===== src/rtl/serial_and16.sv =====
// Bit-serial bitwise AND: one operand bit pair per cycle, LSB first, with a
// valid/ready handshake on both the operand side and the result side.
module serial_and16 #(
   parameter int WIDTH = 16
) (
   input  logic             clk,
   input  logic             rst_n,
   input  logic             in_valid,
   output logic             in_ready,
   input  logic [WIDTH-1:0] a,
   input  logic [WIDTH-1:0] b,
   output logic             out_valid,
   input  logic             out_ready,
   output logic [WIDTH-1:0] c,
   output logic             busy
);

   localparam int CNT_W = $clog2(WIDTH) + 1;
   localparam logic [CNT_W-1:0] CNT_LAST = CNT_W'(WIDTH - 1);

   typedef enum logic [1:0] {
      IDLE  = 2'd0,
      SHIFT = 2'd1,
      DONE  = 2'd2
   } state_t;

   state_t           state;
   state_t           state_nxt;
   logic [WIDTH-1:0] a_sh;
   logic [WIDTH-1:0] b_sh;
   logic [WIDTH-1:0] res;
   logic [CNT_W-1:0] cnt;

   always_ff @(posedge clk or negedge rst_n) begin
      if (!rst_n) begin
         state <= IDLE;
      end else begin
         state <= state_nxt;
      end
   end

   always_comb begin
      state_nxt = state;
      unique case (state)
         IDLE:    if (in_valid) state_nxt = SHIFT;
         SHIFT:   if (cnt == CNT_LAST) state_nxt = DONE;
         DONE:    if (out_ready) state_nxt = IDLE;
         default: state_nxt = IDLE;
      endcase
   end

   // Operand and result shift registers; all hold outside the capture and shift states.
   always_ff @(posedge clk or negedge rst_n) begin
      if (!rst_n) begin
         a_sh <= '0;
         b_sh <= '0;
         res  <= '0;
         cnt  <= '0;
      end else begin
         if (state == IDLE && in_valid) begin
            a_sh <= a;
            b_sh <= b;
            cnt  <= '0;
         end else if (state == SHIFT) begin
            res  <= {a_sh[0] & b_sh[0], res[WIDTH-1:1]};
            a_sh <= a_sh >> 1;
            b_sh <= b_sh >> 1;
            // Wrap on the final shift so the counter never exceeds WIDTH-1.
            cnt  <= (cnt == CNT_LAST) ? '0 : cnt + 1'b1;
         end
      end
   end

   // Outputs are decoded from the registered state only, never from handshake inputs.
   assign in_ready  = (state == IDLE);
   assign out_valid = (state == DONE);
   assign busy      = (state == SHIFT);
   assign c         = res;

endmodule


===== config.mk =====
export PLATFORM = sky130hd
export DESIGN_NAME = serial_and16
export DESIGN_NICKNAME = d
export VERILOG_FILES = /design/src/rtl/serial_and16.sv
export SDC_FILE = /design/constraint.sdc
export NUM_CORES = 1
export LEC_CHECK = 0
export BUFFER_PORTS_ARGS = -buffer_cell sky130_fd_sc_hd__buf_2
export CORE_ASPECT_RATIO = 0.75
export CORE_UTILIZATION = 48
export DETAILED_ROUTE_END_ITERATION = 8
export PLACE_DENSITY = 0.82
export SLEW_MARGIN = 40
export SYNTH_ARGS = -nofsm -noshare
export SYNTH_HDL_FRONTEND = slang
export SYNTH_SLANG_ARGS = --single-unit

===== constraint.sdc =====
create_clock -name clk -period 1.4 [get_ports clk]
set_input_delay 0.42 -clock clk [delete_from_list [all_inputs] [get_ports clk]]
set_output_delay 0.42 -clock clk [all_outputs]
set_load 0.03 [all_outputs]

==> results.toml, run 1 <==
[cts]
cts.clk_slew.worst_paths_ns = 0.11
cts_max_path_buffers = 2
cts-root-buf = "clkbuf_8"
clock_latency_ns = 0.32
cts.htree.levels = 2
cts_sinks = 55
numCtsBuffers = 5
cts_tree = "built"

[floorplan]
dieArea_um2 = 5460
ios = 55
initial_utilization_pct = 50.4
dieHeight_um = 64.3
coreArea_um2 = 4930
rows = 22
die_width_um = 85.0

[pwr]
p_switching_mw = 3.24
max-vdd-ir-drop_mv = 0.996
leakage_nw = 1.53
p_per_area_nw_per_um2 = 2320
swShare_pct = 43.1
power_frac_seq_pct = 38.9
comb_power_share_pct = 48.6
p_int_mw = 4.27
p_clk_share_pct = 12.6

[detailed_routing]
routed.top_layer = "met4"
wl_met3_um = 375
first_pass_iters = 5
drt_iter0_drc = 164
remaining_drc_errors = 0
viasPerCell = 5.80
totalWireLength_mm = 6.03
ant_nets = 0
post_drt_wl_per_cell_um = 16.2
m1WireLength_mm = 2.73
vias = 2153
wl_met2_mm = 2.84

[sta]
skew_ns = 0.0133
setup_violations = 35
final.period_utilization_pct = 115
finalMaxSlewViolations = 0
setup_slack_ns = -0.209
hold_violations = 0
post-route-min-period_ns = 1.61
maxSlewHeadroom_pct = 80.8
max_freq_ghz = 0.622
rsz0062_at_grt = "true"
tightest_slew_ns = 0.287

[synthesis]
syn_area_per_cell_um2 = 9.96
async_flop_share_pct = 100
synth_seq_cells = 55
ys_top_cells_by_area = "dfrtp_1 (55%), a22oi_1 (19%), nand2_1 (8.0%)"
synth.distinct_cells = 26
synth_warnings = 0
syn-num-nets = 286
ys.flop_type = "dfrtp_1"
yosysTopAreaCellShare_pct = 55.5
postSynthCellCount = 249
ys_seq_area_share_pct = 55.5
synth_edf_count = 0
synth_top_area_cell = "dfrtp_1"
syn-cell-area_um2 = 2480

[finish]
final_area_um2 = 3240
layout.cells.non_filler = 371
final_core_util_pct = 65.8
drive_above_1_share_pct = 36.0
multiInputGateArea_um2 = 1100
regArea_um2 = 1380
n_fill_cell = 374
final_cell_mix = "nand2_1 (53), dfrtp_1 (53), buf_2 (51)"
diodes = 0
final_nets = 347
area_growth_syn_to_layout_pct = 30.7

[critical_path]
worst-setup-path-type = "reg -> out"
arrival_ns = 1.19
path_max_fanout = 3
worst_setup_path_start_kind = "flop"
critPathCaptureType = "output pin"
worstPathRequired_ns = 0.98
r2r_setup_slack_ns = -0.16

[global_route]
track_usage_pct = 22.0
grt_pass1_wl_mm = 9.35
overflow = 0
antenna_found_initial = 0
grt_pass1_vias = 1942
grt_max_degree = 56

[placement]
place_area_um2 = 2860
place_inst = 354
place_ws_ns = -0.0112
io_buffers = 54
place_congestion = 0.757
hpwl_mm = 3.57

[outcome]
violations = "setup timing"
status = "complete, but fails checks"

[run]
maxCapViolCount = 0

[hold_path]
hold_class = "in -> async"
-- worst paths after layout --
path | from | to | cells past startpoint
max in group asynchronous | rst_n | state[0] | 2
max | state[1] | out_valid | 3
min reg2reg | c[1] | c[0] | 2
max reg2reg | state[1] | b_sh[4] | 7
min | rst_n | cnt[3] | 2
min in group clk | a[3] | a_sh[3] | 3
-- area by class of cell --
type,instances,area share [%]
multi-input cells,168,34.0
inverters,4,0.540
flip-flops and latches,55,42.5
well taps,60,2.32
clock buffers,5,2.12
clock inverters,3,0.849
repair buffers,76,17.7
-- registers in the layout, summed over array words and instances, names as in the netlist --
| register | cells |
|---|---|
| a_sh | 16 |
| c | 16 |
| state | 2 |
| b_sh | 16 |
| cnt | 5 |
-- cell usage after synthesis (2+ instances only) --
cell and count:
nand2b_1 2, o21ai_1 34, nand3_1 2, a22o_1 2, buf_4 2, nand2_1 53
clkbuf_1 6, buf_1 4, inv_2 2, a22oi_1 62, buf_2 8, buf_6 2
nor2b_1 2, dfrtp_1 55, inv_1 2
-- metal layers --
layer  track usage [%]  vias to the layer above
met5                 0                        -
met4              7.84                        0
met3              4.26                        9
met2              32.0                       78
met1              32.6                     1040
li1                  -                     1026
-- per-stage QoR --
| stage | setup TNS, ns | hold WS (ns) | power [mW] |
|---|---|---|---|
| floorplan | 0 | 0.124 | 5.04 |
| global placement | 0 | 0.440 | 5.67 |
| detailed placement | -0.0321 | 0.441 | 5.80 |
| CTS | -0.500 | 0.0924 | 7.01 |
| global route | -5.98 | 0.0979 | 7.99 |
| finish | -3.71 | 0.0812 | 7.51 |
-- kinds of logic (layout without fill, tap and decap cells) --
group,Yosys count,after routing,synth area share [%]
AO/OA/AOI/OAI,104,104,28.1
adder cells (fa/ha/maj),1,1,0.504
buffers and inverters,26,88,5.24
flip-flops,55,55,55.5
multiplexers,2,2,0.857
AND/OR/NAND/NOR,61,61,9.83
-- critical path, cell delays in order (launching register included) --
cell,delay (ns)
dfrtp_2,0.47
buf_6,0.14
nor2b_4,0.12
buf_6,0.14
-- power groups by stage --
stage,Clock [mW],Combinational (mW),Sequential [mW]
after global placement,0,2.83,2.84
final,0.944,3.65,2.92
after CTS,0.957,3.19,2.86
after global routing,1.03,3.96,3.01
after floorplan,0,1.98,3.06
after detailed placement,0,2.93,2.87
-- timing repair --
| item | 4_1_cts | 5_1_grt |
|---|---|---|
| setup endpoints to repair | 33 | 37 |
| hold buffers | 0 | 0 |
| gates resized for setup | 17 | 28 |
| pin swaps | 0 | 17 |
| endpoints found under the hold margin | 0 | 0 |
| gates cloned | 0 | 3 |
| buffers inserted | 4 | 3 |
Power figures use the tool's default switching activity.
==> inputs of run 2 (changes only) <==
RECOVER_POWER = 25   (was default)
==> run 2 against run 1 <==
  * The flow still finishes with violations (setup timing)
  * Total power barely moved
  * Routed wire length barely moved
  * Global-route usage unchanged
  * Critical endpoint unchanged
==> results.toml, run 2 (synthesis gave the netlist of run 1 again) <==
[outcome]
status = "complete, but fails checks"
violations = "setup timing"

[sta]
hold_violations = 0
skew_ns = 0.0136
setup_slack_ns = -0.209
rsz0062_at_grt = "true"
tightest_slew_ns = 0.734
max_freq_ghz = 0.621
finalMaxSlewViolations = 0
post-route-min-period_ns = 1.61
maxSlewHeadroom_pct = 51.1
final.period_utilization_pct = 115
totalNegativeSetupSlack_ns = -3.72
setup_violations = 35

[floorplan]
initial_utilization_pct = 50.4
coreArea_um2 = 4930
dieArea_um2 = 5460
dieHeight_um = 64.3
die_width_um = 85.0
ios = 55
rows = 22

[detailed_routing]
first_pass_iters = 5
drt_iter0_drc = 164
vias = 2153
remaining_drc_errors = 0
ant_nets = 0
viasPerCell = 5.80
post_drt_wl_per_cell_um = 16.3
totalWireLength_mm = 6.03

[pwr]
p_switching_mw = 3.24
swShare_pct = 43.1
p_clk_share_pct = 12.6
max-vdd-ir-drop_mv = 0.995
comb_power_share_pct = 48.5
p_int_mw = 4.27
p_per_area_nw_per_um2 = 2320
leakage_nw = 1.52
power_frac_seq_pct = 38.9

[cts]
cts.clk_slew.worst_paths_ns = 0.11
cts_sinks = 55
clock_latency_ns = 0.32
cts_max_path_buffers = 2
numCtsBuffers = 5
cts.htree.levels = 2
cts-root-buf = "clkbuf_8"
cts_tree = "built"

[critical_path]
worst-setup-path-type = "reg -> out"
critical_path.max_stage_delay_ns = 0.47
critPathCapture = "out_valid"
critPathCaptureType = "output pin"
r2r_setup_slack_ns = -0.16
cpMostUsedCell = "buf_6"
worst_setup_path_start_kind = "flop"
r2r_end = "b_sh[4]"
critical_path.cell_chain = "buf_6 -> nor2b_4 -> buf_6"
path_max_fanout = 3
arrival_ns = 1.19
crit_path_start = "state[1]"
reg2reg_from = "state[1]"
slowest_stage = "dfrtp_2"
reg2regPathDepth = 7
worstPathRequired_ns = 0.98

[placement]
io_buffers = 54
hpwl_mm = 3.57
place_congestion = 0.757
place_area_um2 = 2860

[finish]
drive_above_1_share_pct = 36.0
diodes = 0
final_area_um2 = 3230
area_growth_syn_to_layout_pct = 30.2
final_cell_mix = "nand2_1 (53), dfrtp_1 (53), buf_2 (51)"
final_nets = 347

[run]
maxCapViolCount = 0

[global_route]
overflow = 0
track_usage_pct = 22.0
grt_pass1_wl_mm = 9.35
grt_pass1_vias = 1942
grt_max_degree = 56
antenna_found_initial = 0

[hold_path]
hold_class = "in -> async"
run 2: area by class of cell:
type,instances,area (um2)
fill,376,1700
sequential,55,1380
tap,60,75.1
multi-input combinational,168,1100
clock inverter,3,27.5
clock buffer,5,68.8
timing repair buffer,76,561
inverter,4,17.5
run 2: timing repair:
item | in CTS | in global routing
cloned | 0 | 3
buffers inserted | 4 | 3
resized for setup | 17 | 28
pin swaps | 0 | 17
setup endpoints to repair | 33 | 37
hold buffers | 0 | 0
run 2: stage by stage:
stage / hold slack (ns) / power, mW / utilization [%] / instances / setup WS, ns
after floorplan: 0.124 / 5.04 / - / 249 / 0.00129
after global placement: 0.440 / 5.67 / 58.0 / 354 / 0.0663
after detailed placement: 0.441 / 5.80 / 58.0 / 354 / -0.0112
after CTS: 0.0924 / 7.01 / 61.8 / 366 / -0.182
after global routing: 0.335 / 7.99 / 65.5 / 371 / -0.245
final: 0.268 / 7.51 / 65.5 / 371 / -0.209
run 2: power by group through the flow:
| stage | Clock, mW | Sequential [mW] | Combinational [mW] |
|---|---|---|---|
| after floorplan | 0 | 3.06 | 1.98 |
| after global placement | 0 | 2.84 | 2.83 |
| after detailed placement | 0 | 2.87 | 2.93 |
| after CTS | 0.957 | 2.86 | 3.19 |
| after global routing | 1.03 | 3.01 | 3.95 |
| final | 0.943 | 2.92 | 3.64 |
run 2: critical path: cells and delay by family (launching register included):
| kind | cells | cell delay, ns |
|---|---|---|
| flops | 1 | 0.47 |
| simple gates | 1 | 0.12 |
| buf+inv | 2 | 0.28 |
run 2: routing by layer:
metal / track usage (%) / vias to the layer above / wire [um]
met5: 0 / - / 0
met4: 7.84 / 0 / 82
li1: - / 1026 / -
met3: 4.26 / 9 / 375
met2: 32.0 / 78 / 2840
met1: 32.6 / 1040 / 2730
run 2: worst min path at each step:
stage               endpoint  slack [ns]  cells after the start
global placement    b_sh[11]        0.44                      2
CTS                   cnt[3]        0.09                      2
floorplan            a_sh[0]        0.12                      0
global route          cnt[3]        0.34                      2
detailed placement  b_sh[12]        0.44                      2
finish              b_sh[14]        0.27                      2
